$ cat config.mk
export PLATFORM = sky130hd
export DESIGN_NAME = mux4_rr_arbiter
export DESIGN_NICKNAME = d
export VERILOG_FILES = /design/src/rtl/mux_arb_pkg.sv /design/src/rtl/arb_pick4.sv /design/src/rtl/mux4_rr_arbiter.sv
export SDC_FILE = /design/constraint.sdc
export NUM_CORES = 1
export LEC_CHECK = 0
export ABC_CLOCK_PERIOD_IN_PS = 2000
export BUFFER_PORTS_ARGS = -buffer_cell sky130_fd_sc_hd__buf_2
export CAP_MARGIN = 10
export CORE_MARGIN = 1
export CORE_UTILIZATION = 30
export DETAILED_ROUTE_END_ITERATION = 8
export GPL_TIMING_DRIVEN = 0
export PLACE_DENSITY_LB_ADDON = 0.25
export SETUP_SLACK_MARGIN = 0.4
export SLEW_MARGIN = 25
export SYNTH_ARGS = -nofsm -noshare
export SYNTH_HDL_FRONTEND = slang
export SYNTH_SLANG_ARGS = --single-unit
$ cat constraint.sdc
create_clock -name clk -period 2 [get_ports clk]
set_input_delay 0.2 -clock clk [delete_from_list [all_inputs] [get_ports clk]]
set_output_delay 0.2 -clock clk [all_outputs]
set_load 0.02 [all_outputs]
$ cat src/rtl/mux_arb_pkg.sv
// Shared types and helpers for the four-lane select/arbiter block.
//   LANES     number of requesters
//   SEL_W     width of a lane select code
//   MAX_W     widest lane word lane_slice() can extract
//   state_e   output register occupancy: IDLE (empty) / HOLD (full)
//   lane_slice(data_in, width, i) returns lane i of a packed word vector
package mux_arb_pkg;

   localparam int unsigned LANES = 4;
   localparam int unsigned SEL_W = 2;
   localparam int unsigned MAX_W = 64;

   typedef enum logic {
      IDLE,
      HOLD
   } state_e;

   // Lane words are packed lane 0 at the LSBs. The caller keeps the low
   // 'width' bits of the result; anything above belongs to the next lane.
   function automatic logic [MAX_W-1:0] lane_slice(input logic [LANES*MAX_W-1:0] data_in,
                                                   input int unsigned            width,
                                                   input logic [SEL_W-1:0]       i);
      logic [LANES*MAX_W-1:0] shifted;
      shifted = data_in >> (32'(i) * width);
      return shifted[MAX_W-1:0];
   endfunction

endpackage

$ cat src/rtl/arb_pick4.sv
// Combinational winner selection among four lane requests.
//   i_req      per-lane request bits
//   i_ptr      round-robin start lane (highest priority this cycle)
//   i_mode     0 = round-robin from i_ptr, 1 = fixed priority (lane 0 highest)
//   o_winner   index of the chosen lane (0 when nothing requests)
//   o_any_req  at least one lane is requesting
module arb_pick4
   import mux_arb_pkg::*;
(
   input  logic [LANES-1:0] i_req,
   input  logic [SEL_W-1:0] i_ptr,
   input  logic             i_mode,
   output logic [SEL_W-1:0] o_winner,
   output logic             o_any_req
);

   logic [SEL_W-1:0] w_idx;
   logic             w_found;

   always_comb begin
      o_winner  = '0;
      o_any_req = |i_req;
      w_idx     = '0;
      w_found   = 1'b0;
      if (i_mode) begin
         // Scan downward so the lowest requesting lane is the last write.
         for (int k = LANES - 1; k >= 0; k--) begin
            if (i_req[k]) o_winner = SEL_W'(k);
         end
      end else begin
         // Two-bit add wraps, giving ptr, ptr+1, ... mod 4.
         for (int k = 0; k < LANES; k++) begin
            w_idx = i_ptr + SEL_W'(k);
            if (!w_found && i_req[w_idx]) begin
               o_winner = w_idx;
               w_found  = 1'b1;
            end
         end
      end
   end

endmodule

$ cat src/rtl/mux4_rr_arbiter.sv
// Four-requester arbiter sharing one 4:1 data-select path, with a one-entry
// output register presented over valid/ready.
//   WIDTH      lane word width (1..MAX_W)
//   clk        rising-edge clock
//   rst_n      asynchronous active-low reset
//   mode       0 = round-robin, 1 = fixed priority (lane 0 highest)
//   req        per-lane valid
//   data_in    packed lane words, lane i at [i*WIDTH +: WIDTH]
//   gnt        one-hot (or zero) combinational accept
//   sel        lane index of the word in the output register
//   out_data   registered captured word
//   out_valid  output register holds an undelivered word
//   out_ready  downstream accept
//   busy       same as out_valid
module mux4_rr_arbiter
   import mux_arb_pkg::*;
#(
   parameter int unsigned WIDTH = 8
) (
   input  logic                   clk,
   input  logic                   rst_n,
   input  logic                   mode,
   input  logic [LANES-1:0]       req,
   input  logic [LANES*WIDTH-1:0] data_in,
   output logic [LANES-1:0]       gnt,
   output logic [SEL_W-1:0]       sel,
   output logic [WIDTH-1:0]       out_data,
   output logic                   out_valid,
   input  logic                   out_ready,
   output logic                   busy
);

   state_e             r_state;
   state_e             w_state_next;
   logic [SEL_W-1:0]   r_ptr;
   logic [SEL_W-1:0]   r_sel;
   logic [WIDTH-1:0]   r_data;

   logic [SEL_W-1:0]       w_winner;
   logic                   w_any_req;
   logic                   w_slot_free;
   logic                   w_grant;
   logic [LANES*MAX_W-1:0] w_data_ext;
   logic [MAX_W-1:0]       w_word_ext;
   logic [WIDTH-1:0]       w_word;

   arb_pick4 u_pick (
      .i_req     (req),
      .i_ptr     (r_ptr),
      .i_mode    (mode),
      .o_winner  (w_winner),
      .o_any_req (w_any_req)
   );

   // Word mux: widen to the package's fixed vector, slice, keep WIDTH bits.
   assign w_data_ext = (LANES*MAX_W)'(data_in);
   assign w_word_ext = lane_slice(w_data_ext, WIDTH, w_winner);
   assign w_word     = w_word_ext[WIDTH-1:0];

   // The register can accept a word if empty or if it drains on this edge.
   assign w_slot_free = (r_state == IDLE) || out_ready;
   // rst_n gates the grant so nothing is accepted while reset is held.
   assign w_grant     = rst_n && w_slot_free && w_any_req;

   always_comb begin
      gnt = '0;
      if (w_grant) gnt[w_winner] = 1'b1;
   end

   always_comb begin
      w_state_next = r_state;
      unique case (r_state)
         IDLE: if (w_grant) w_state_next = HOLD;
         HOLD: begin
            if (w_grant)        w_state_next = HOLD;
            else if (out_ready) w_state_next = IDLE;
         end
         default: w_state_next = IDLE;
      endcase
   end

   always_ff @(posedge clk or negedge rst_n) begin
      if (!rst_n) begin
         r_state <= IDLE;
      end else begin
         r_state <= w_state_next;
      end
   end

   // Data, select and pointer only move on a grant; a plain drain keeps them.
   always_ff @(posedge clk or negedge rst_n) begin
      if (!rst_n) begin
         r_data <= '0;
         r_sel  <= '0;
         r_ptr  <= '0;
      end else if (w_grant) begin
         r_data <= w_word;
         r_sel  <= w_winner;
         r_ptr  <= w_winner + SEL_W'(1);
      end
   end

   assign out_data  = r_data;
   assign sel       = r_sel;
   assign out_valid = (r_state == HOLD);
   assign busy      = (r_state == HOLD);

endmodule

==> impl_metrics.yaml, run 1 <==
timing:
  timing.slew.headroom: 0.559
  timing.final.crit_share: 0.991
  max_freq_ghz: 0.505
  hold_violations: 0
  final-setup-viol-count: 0
  finClkSkew_ps: 12.4
  min_period_ps: 1980
  worst_slew_pin_slew_ps: 660
  holdWs_ps: 142
  finalMaxSlewViolations: 0
  rsz0062_at_grt: "yes"
floorplanning:
  die_h_um: 59.8
  rows: 20
  die_area_sq_mm: 0.00357
  io_pins: 56
  placeableCoreArea_sq_mm: 0.00310
  start_util: 0.323
  die_width_um: 59.8
route:
  drtIter0Drc: 92
  viasPerCell: 5.44
  dr.pass1.iters: 4
  wl_um: 3710
  drtAntennaViolNets: 0
  wire_per_inst_um: 15.4
  num_vias: 1312
  drc: 0
global_route:
  antenna_found_initial: 0
  track_usage: 0.211
  use_met2: 0.333
  grt_max_degree: 15
  top_usage_layer: "met2"
  grt_overflow: 0
  grtUsageMet3: 0.0563
  use_met1: 0.279
  grt_pass1_wl_um: 5600
  grt_pass1_vias: 1247
cells_and_area:
  diodes: 0
  final_util: 0.544
  area_growth_pct: 68.6
  nNetsFinal: 238
  drive_above_1_share: 0.533
setup_path:
  worstSetupEndpointType: "output pin"
  cp.required_ps: 1800
  r2r_start: "r_ptr[1]$_DFFE_PN0P_"
  path_max_fanout: 5
  cp-start-kind: "flop"
  crit_type: "flop to output pin"
  arrival_ps: 1780
  crit_path_start: "r_ptr[1]$_DFFE_PN0P_"
power:
  p_clk_frac: 0.138
  seqPwrFrac: 0.292
  p_per_area_mw_per_mm2: 774
  p_leak_uw: 0.000750
  swShare: 0.427
  p_sw_uw: 558
  max-vdd-ir-drop_mv: 0.398
  p_int_uw: 748
  comb_power_share: 0.570
yosys:
  netlist_instances: 124
  synth.distinct_cells: 27
  ys_seq_area_frac: 0.325
  synth.avg_cell_area_sq_um: 8.07
  ys_ff_latch: 13
  synth.net_count: 164
  netlist_area_sq_mm: 0.00100
  yosysWarnings: 0
clock_tree:
  cts.sinks: 13
  ctsRootBufferMaster: "clkbuf_4"
  cts_tree: "built"
  cts.clk_slew.worst_paths_ps: 100
  htree_num_levels: 1
  clock_path_buffers: 2
  clk_latency_ps: 290
  cts_made_buffers: 3
worst_hold_path:
  hold_path.class: "input port to flop"
  hp-start: "data_in[4]"
placement:
  port_buffers: 55
  dp_hpwl_um: 2400
  gp_congestion: 0.783
run:
  max_cap_violations: 0
status:
  outcome: "finished, final reports clean"
what timing repair did:
action | in CTS | in global routing
buffers inserted | 11 | 2
gates resized for setup | 27 | 14
pin swaps | 19 | 7
hold endpoints to repair | 13 | 13
endpoints found under the setup margin | 13 | 13
gates cloned | 0 | 0
stage by stage:
| step | cell area (sq um) | cells | total power, uW | setup slack, ps | setup TNS (ps) |
|---|---|---|---|---|---|
| after detailed placement | 1370 | 223 | 957 | 14.2 | 0 |
| after global routing | 1690 | 241 | 1380 | -35.9 | -93.2 |
| after global placement | 1370 | 223 | 946 | 16.9 | 0 |
| after floorplan | 1040 | 124 | 770 | 382 | 0 |
| after CTS | 1600 | 238 | 1260 | -18.1 | -31.9 |
| final | 1690 | 241 | 1310 | 18.4 | 0 |
state kept, by name, summed over array words and instances, names as in the netlist:
register and flops:
sel 2, out_data 8, r_ptr 2, busy 1
worst max-delay path: stages (launching register included):
cell and delay (ps):
dfrtp_2 450, mux2i_1 140, a221o_1 380, o21a_4 240, nor3_4 140, buf_6 140
routing by layer:
metal	share of wire	up-vias	wire length (um)
met3	0.072	6	266
li1	-	619	-
met1	0.42	625	1560
met4	0.011	0	42
met2	0.50	62	1850
met5	0	-	0
layout by cell type, fill, tap and decap left out, types with 3 or more instances in the layout:
cell type,count
dfrtp_1,10
a311oi_1,3
dfrtp_2,3
buf_2,53
clkbuf_4,3
a31oi_1,7
a311oi_2,5
nor2_1,11
buf_8,3
inv_1,8
nand3_1,16
buf_6,10
nor2b_1,3
o21ai_0,4
a32oi_1,8
o21ai_1,6
nand2_1,5
nand2b_1,3
buf_4,12
final cells by class:
type	instances	area, sq um
clock buffer	4	26.3
sequential	13	329
buffer	11	108
timing repair buffer	69	419
tap	44	55.1
fill	310	1420
multi-input combinational	92	721
inverter	8	30.0
synthesized netlist by cell type:
master	count	share of area
nand3_1	16	0.080
nor2_1	14	0.052
dfrtp_1	13	0.32
a311oi_1	8	0.070
a31oi_1	8	0.050
a32oi_1	8	0.070
inv_1	8	0.030
buf_2	6	0.030
nand2_1	6	0.022
o21ai_1	6	0.030
o21ai_0	5	0.025
nand2b_1	4	0.025
a21oi_1	3	0.015
buf_6	3	0.034
nor2b_1	3	0.019
a221o_1	2	0.020
a21o_1	1	0.0075
buf_4	1	0.0075
clkbuf_1	1	0.0037
mux2i_1	1	0.010
nor3_1	1	0.0050
nor3_2	1	0.010
o21a_1	1	0.0075
o21ai_2	1	0.0088
o221a_2	1	0.011
o221ai_2	1	0.015
o41ai_2	1	0.016
final timing paths:
check,to,slack [ps],depth (start not counted)
worst max-delay path,gnt[1],20,5
worst min-delay path,out_data[4]$_DFFE_PN0P_,140,3
worst max register to register,out_data[7]$_DFFE_PN0P_,130,9
worst min register to register,sel[1]$_DFFE_PN0P_,490,2
max in group asynchronous,r_ptr[1]$_DFFE_PN0P_,1020,2
min in group asynchronous,busy$_DFF_PN0_,500,2
cells by family (layout without fill, tap and decap cells):
family / after synthesis / in the layout / share of synthesized area
buffers and inverters: 19 / 92 / 0.105
AOI/OAI and AO/OA: 46 / 46 / 0.346
muxes: 1 / 1 / 0.0100
and+or+nand+nor: 45 / 45 / 0.214
DFF: 13 / 13 / 0.325
power groups by stage:
stage | Combinational (uW) | Clock (uW) | Sequential [uW]
after global routing | 802 | 192 | 390
final | 745 | 180 | 381
after detailed placement | 576 | 0 | 381
after global placement | 567 | 0 | 380
after CTS | 697 | 182 | 378
after floorplan | 314 | 0 | 456
No activity file was read; power rests on OpenSTA's default activity.
==> run 2: changes to the inputs <==
- PLACE_DENSITY: not set -> 0.57
- PLACE_DENSITY_LB_ADDON: 0.25 -> not set
==> run 2 against run 1 <==
Against the previous run: the flow now finishes with violations (setup timing); clock power barely moved; register-to-register slack hardly changed; combinational power decreased by 9.1%; sequential power about the same; highest routed layer unchanged; critical path type unchanged; flip-flop and latch count did not move.
==> impl_metrics.yaml, run 2 (synthesis gave the netlist of run 1 again) <==
status:
  outcome: "finished with violations"
  violations: "setup timing"
timing:
  hold_violations: 0
  rsz0062_at_grt: "yes"
  min_period_ps: 2010
  timing.slew.headroom: 0.530
  max_freq_ghz: 0.499
  finalWorstSetupSlack_ps: -5.82
  timing.final.crit_share: 1.00
  worst_slew_pin_slew_ps: 703
  finalMaxSlewViolations: 0
  holdWs_ps: 142
  final-setup-viol-count: 1
  finClkSkew_ps: 1.32
  finalSetupTns_ps: -5.82
placement:
  post-place-cells: 223
  place_ws_ps: 10.5
  dp_hpwl_um: 2490
  port_buffers: 55
  gp_congestion: 0.867
power:
  max-vdd-ir-drop_mv: 0.402
  seqPwrFrac: 0.308
  p_int_uw: 704
  comb_power_share: 0.546
  p_sw_uw: 535
  swShare: 0.432
  power_uw: 1240
  p_clk_frac: 0.145
  p_per_area_mw_per_mm2: 782
  p_leak_uw: 0.000722
setup_path:
  ff2ff_path_depth: 5
  r2r_start: "r_ptr[1]$_DFFE_PN0P_"
  worstSetupEndpointType: "output pin"
  crit_type: "flop to output pin"
  cp-start-kind: "flop"
  critPathCapture: "gnt[1]"
  worst-r2r-setup-slack_ps: 120
  arrival_ps: 1810
  path_max_fanout: 6
  cp.required_ps: 1800
  crit_path_start: "r_ptr[1]$_DFFE_PN0P_"
  r2r_end: "out_data[3]$_DFFE_PN0P_"
clock_tree:
  htree_num_levels: 1
  cts_made_buffers: 3
  clock_path_buffers: 2
  cts.sinks: 13
  clk_latency_ps: 290
  ctsRootBufferMaster: "clkbuf_4"
  cts.clk_slew.worst_paths_ps: 90
  cts_tree: "built"
route:
  num_vias: 1308
  drtIter0Drc: 74
  dr.pass1.iters: 4
  viasPerCell: 5.50
  drtAntennaViolNets: 0
  wl_um: 3660
  drc: 0
  wire_per_inst_um: 15.4
global_route:
  track_usage: 0.211
  grt_max_degree: 14
  grt_overflow: 0
  antenna_found_initial: 0
  grt_pass1_vias: 1233
  grt_pass1_wl_um: 5520
cells_and_area:
  drive_above_1_share: 0.490
  largest_reg_flops: 8
  nNetsFinal: 235
  area_growth_pct: 58.3
  layout_commonest_cell: "buf_2"
  stdcell_count: 238
  final_cell_mix: "54 x buf_2, 16 x nand3_1, 13 x buf_4"
  diodes: 0
floorplanning:
  rows: 20
  die_h_um: 59.8
  placeableCoreArea_sq_mm: 0.00310
  io_pins: 56
  die_area_sq_mm: 0.00357
  start_util: 0.323
  die_width_um: 59.8
run:
  max_cap_violations: 0
worst_hold_path:
  hold_path.class: "input port to flop"
## run 2: metrics by stage
stage                     utilization  area, sq um
after floorplan                     -         1040
after global placement          0.442         1370
after detailed placement        0.442         1370
after CTS                       0.496         1540
after global routing            0.510         1580
final                           0.510         1580
## run 2: layer usage
layer  global-route usage  vias to the layer above  wire [um]
li1                     -                      614          -
met1                0.267                      623       1560
met2                0.335                       61       1770
met3               0.0541                       10        242
met4               0.0930                        0         82
met5                    0                        -          0
## run 2: cell type report
type                            instances  area, sq um
Tap cell                               44         55.1
Sequential cell                        13          329
Clock buffer                            3         22.5
Inverter                                8         30.0
Buffer                                 11         97.6
Fill cell                             330         1520
Timing Repair Buffer                   66          382
Multi-Input combinational cell         92          663
Clock inverter                          1         5.00
## run 2: worst min path at each step
stage	from	end	slack, ps	cells after the start
floorplan	rst_n	busy$_DFF_PN0_	-100	0
global placement	rst_n	sel[1]$_DFFE_PN0P_	130	1
detailed placement	rst_n	sel[1]$_DFFE_PN0P_	130	1
CTS	data_in[2]	out_data[2]$_DFFE_PN0P_	140	3
global route	data_in[4]	out_data[4]$_DFFE_PN0P_	150	3
finish	data_in[0]	out_data[0]$_DFFE_PN0P_	140	3
## run 2: timing repair
item | 4_1_cts | 5_1_grt
hold buffers | 1 | 0
pin swaps | 7 | 3
gates cloned | 0 | 0
endpoints found under the hold margin | 13 | 0
setup endpoints to repair | 13 | 13
gates resized for setup | 18 | 6
buffers inserted | 9 | 1
## run 2: worst max-delay path, cell delays in order, from the launching register on
cell and delay, ps:
dfrtp_2 460, mux2i_1 140, a221o_1 380, o21a_4 240, nor3_4 150, buf_6 140
## run 2: power by group through the flow
stage                     combinational [uW]  clock [uW]  sequential, uW
after detailed placement                 580           0             383
after CTS                                650         185             381
after floorplan                          314           0             456
final                                    677         180             382
after global routing                     731         193             392
after global placement                   571           0             380
==> run 3: changes to the inputs <==
- PLACE_DENSITY: 0.57 -> not set
==> run 3 against run 2 <==
Against the previous run: the run now ends clean; core utilization grew 1.9 points; flip-flop and latch count did not move; die area is the same; critical path depth is 1 higher; register-to-register slack worse by 120 ps; setup slack better by 7.9 ps; fmax rose by 0.39%; non-clock buffer count grew 4; via count fell by 1.5%; critical endpoint is now out_data[7]$_DFFE_PN0P_.
==> impl_metrics.yaml, run 3 (synthesis gave the netlist of run 1 again) <==
clock_tree:
  cts_tree: "built"
  cts_made_buffers: 3
  cts.sinks: 13
  clock_path_buffers: 2
  htree_num_levels: 1
  cts.clk_slew.worst_paths_ps: 100
  ctsRootBufferMaster: "clkbuf_4"
  clk_latency_ps: 290
cells_and_area:
  nNetsFinal: 239
  diodes: 0
  fin_area_sq_mm: 0.00164
  largest_reg_flops: 8
  drive_above_1_share: 0.500
  area_growth_pct: 64.0
  final_cell_mix: "53 x buf_2, 16 x nand3_1, 14 x buf_4"
  final_util: 0.529
  layout_commonest_cell: "buf_2"
  fillCellCount: 317
timing:
  final-setup-viol-count: 0
  holdWs_ps: 145
  finalWorstSetupSlack_ps: 2.06
  max_freq_ghz: 0.501
  finClkSkew_ps: 7.51
  finalSetupTns_ps: 0
  timing.slew.headroom: 0.562
  hold_violations: 0
  finalMaxSlewViolations: 0
  worst_slew_pin_slew_ps: 655
  rsz0062_at_grt: "yes"
  timing.final.crit_share: 0.999
  min_period_ps: 2000
power:
  max-vdd-ir-drop_mv: 0.443
  p_per_area_mw_per_mm2: 771
  p_leak_uw: 0.000748
placement:
  port_buffers: 55
  dp_hpwl_um: 2400
  place_ws_ps: 6.98
  post_dp_cell_area_sq_mm: 0.00137
  gp_congestion: 0.767
setup_path:
  cp-start-kind: "flop"
  crit_family: "compound AO/OA/AOI/OAI gates"
  cp.required_ps: 2210
  max_stage_delay_ps: 490
  worstSetupEndpointType: "flop"
  crit_buf_inv: 1
  arrival_ps: 2210
  crit_type: "flop to flop"
  slowest_stage: "nor2_1"
  worstPathCellList: "mux2i_1 > a221o_1 > buf_4 > nor2_1 > a311oi_1 > a32oi_1"
  path_max_fanout: 8
floorplanning:
  io_pins: 56
  start_util: 0.323
  rows: 20
  die_h_um: 59.8
  die_area_sq_mm: 0.00357
  die_width_um: 59.8
  placeableCoreArea_sq_mm: 0.00310
global_route:
  antenna_found_initial: 0
  grt_max_degree: 14
  grt_pass1_vias: 1152
  grt_pass1_wl_um: 5550
  track_usage: 0.209
  grt_overflow: 0
route:
  wl_um: 3640
  dr.pass1.iters: 4
  drtIter0Drc: 86
  drtAntennaViolNets: 0
  viasPerCell: 5.32
  drc: 0
  wire_per_inst_um: 15.0
  num_vias: 1288
status:
  outcome: "finished, final reports clean"
run:
  max_cap_violations: 0
worst_hold_path:
  hold_path.class: "input port to flop"
-- run 3: cell types whose count changed in the layout (fill, tap and decap cells not counted) --
cell and change:
buf_6 +3, buf_2 -1, buf_4 +1, buf_8 +1, nor3_2 -1, nor3_4 +1
-- run 3: repair_timing --
item / 4_1_cts / 5_1_grt
hold buffers: 1 / 0
endpoints found under the hold margin: 13 / 0
pin swaps: 8 / 4
endpoints found under the setup margin: 13 / 14
gates resized for setup: 19 / 12
setup buffers: 11 / 3
-- run 3: path summary, 6_finish.rpt --
check | slack, ps | endpoint | startpoint | cells past startpoint
min reg2reg | 480 | sel[1]$_DFFE_PN0P_ | sel[1]$_DFFE_PN0P_ | 2
min | 150 | out_data[1]$_DFFE_PN0P_ | data_in[1] | 3
min in group asynchronous | 510 | out_data[7]$_DFFE_PN0P_ | rst_n | 2
max reg2reg | 2 | out_data[7]$_DFFE_PN0P_ | r_ptr[1]$_DFFE_PN0P_ | 6
max in group asynchronous | 1030 | busy$_DFF_PN0_ | rst_n | 2
max | 2 | out_data[7]$_DFFE_PN0P_ | r_ptr[1]$_DFFE_PN0P_ | 6
-- run 3: where the power goes --
part | internal, uW | leakage [uW] | switching (uW)
Clock | 74.4 | 0.0000177 | 102
Sequential | 334 | 0.000149 | 46.5
Combinational | 317 | 0.000582 | 392
Total | 726 | 0.000748 | 540
-- run 3: per-stage QoR --
step	power [uW]	instances
6_report	1270	242
5_1_grt	1340	242
4_1_cts	1220	239
3_5_place_dp	958	223
3_3_place_gp	950	223
2_1_floorplan	770	124
-- run 3: area by class of cell --
cell class,count,area (sq um),area share
flip-flops and latches,13,329,0.200
repair buffers,70,423,0.258
clock buffers,3,22.5,0.0137
plain buffers,11,108,0.0655
clock inverters,1,5.00,0.00305
multi-input cells,92,669,0.408
well taps,44,55.1,0.0335
inverters,8,30.0,0.0183
-- run 3: routing by layer --
layer | GRT usage | vias up | wire length (um)
met1 | 0.277 | 597 | 1500
met3 | 0.0476 | 4 | 325
met4 | 0.0664 | 0 | 28
li1 | - | 624 | -
met5 | 0 | - | 0
met2 | 0.335 | 63 | 1780
-- run 3: worst reg2reg max path: cells and delay by family (launching register included) --
kind	cells	cell delay, ps
AO/OA/AOI/OAI	3	670
multiplexers	1	150
buffers and inverters	1	160
AND/OR/NAND/NOR	1	490
flip-flops	1	460
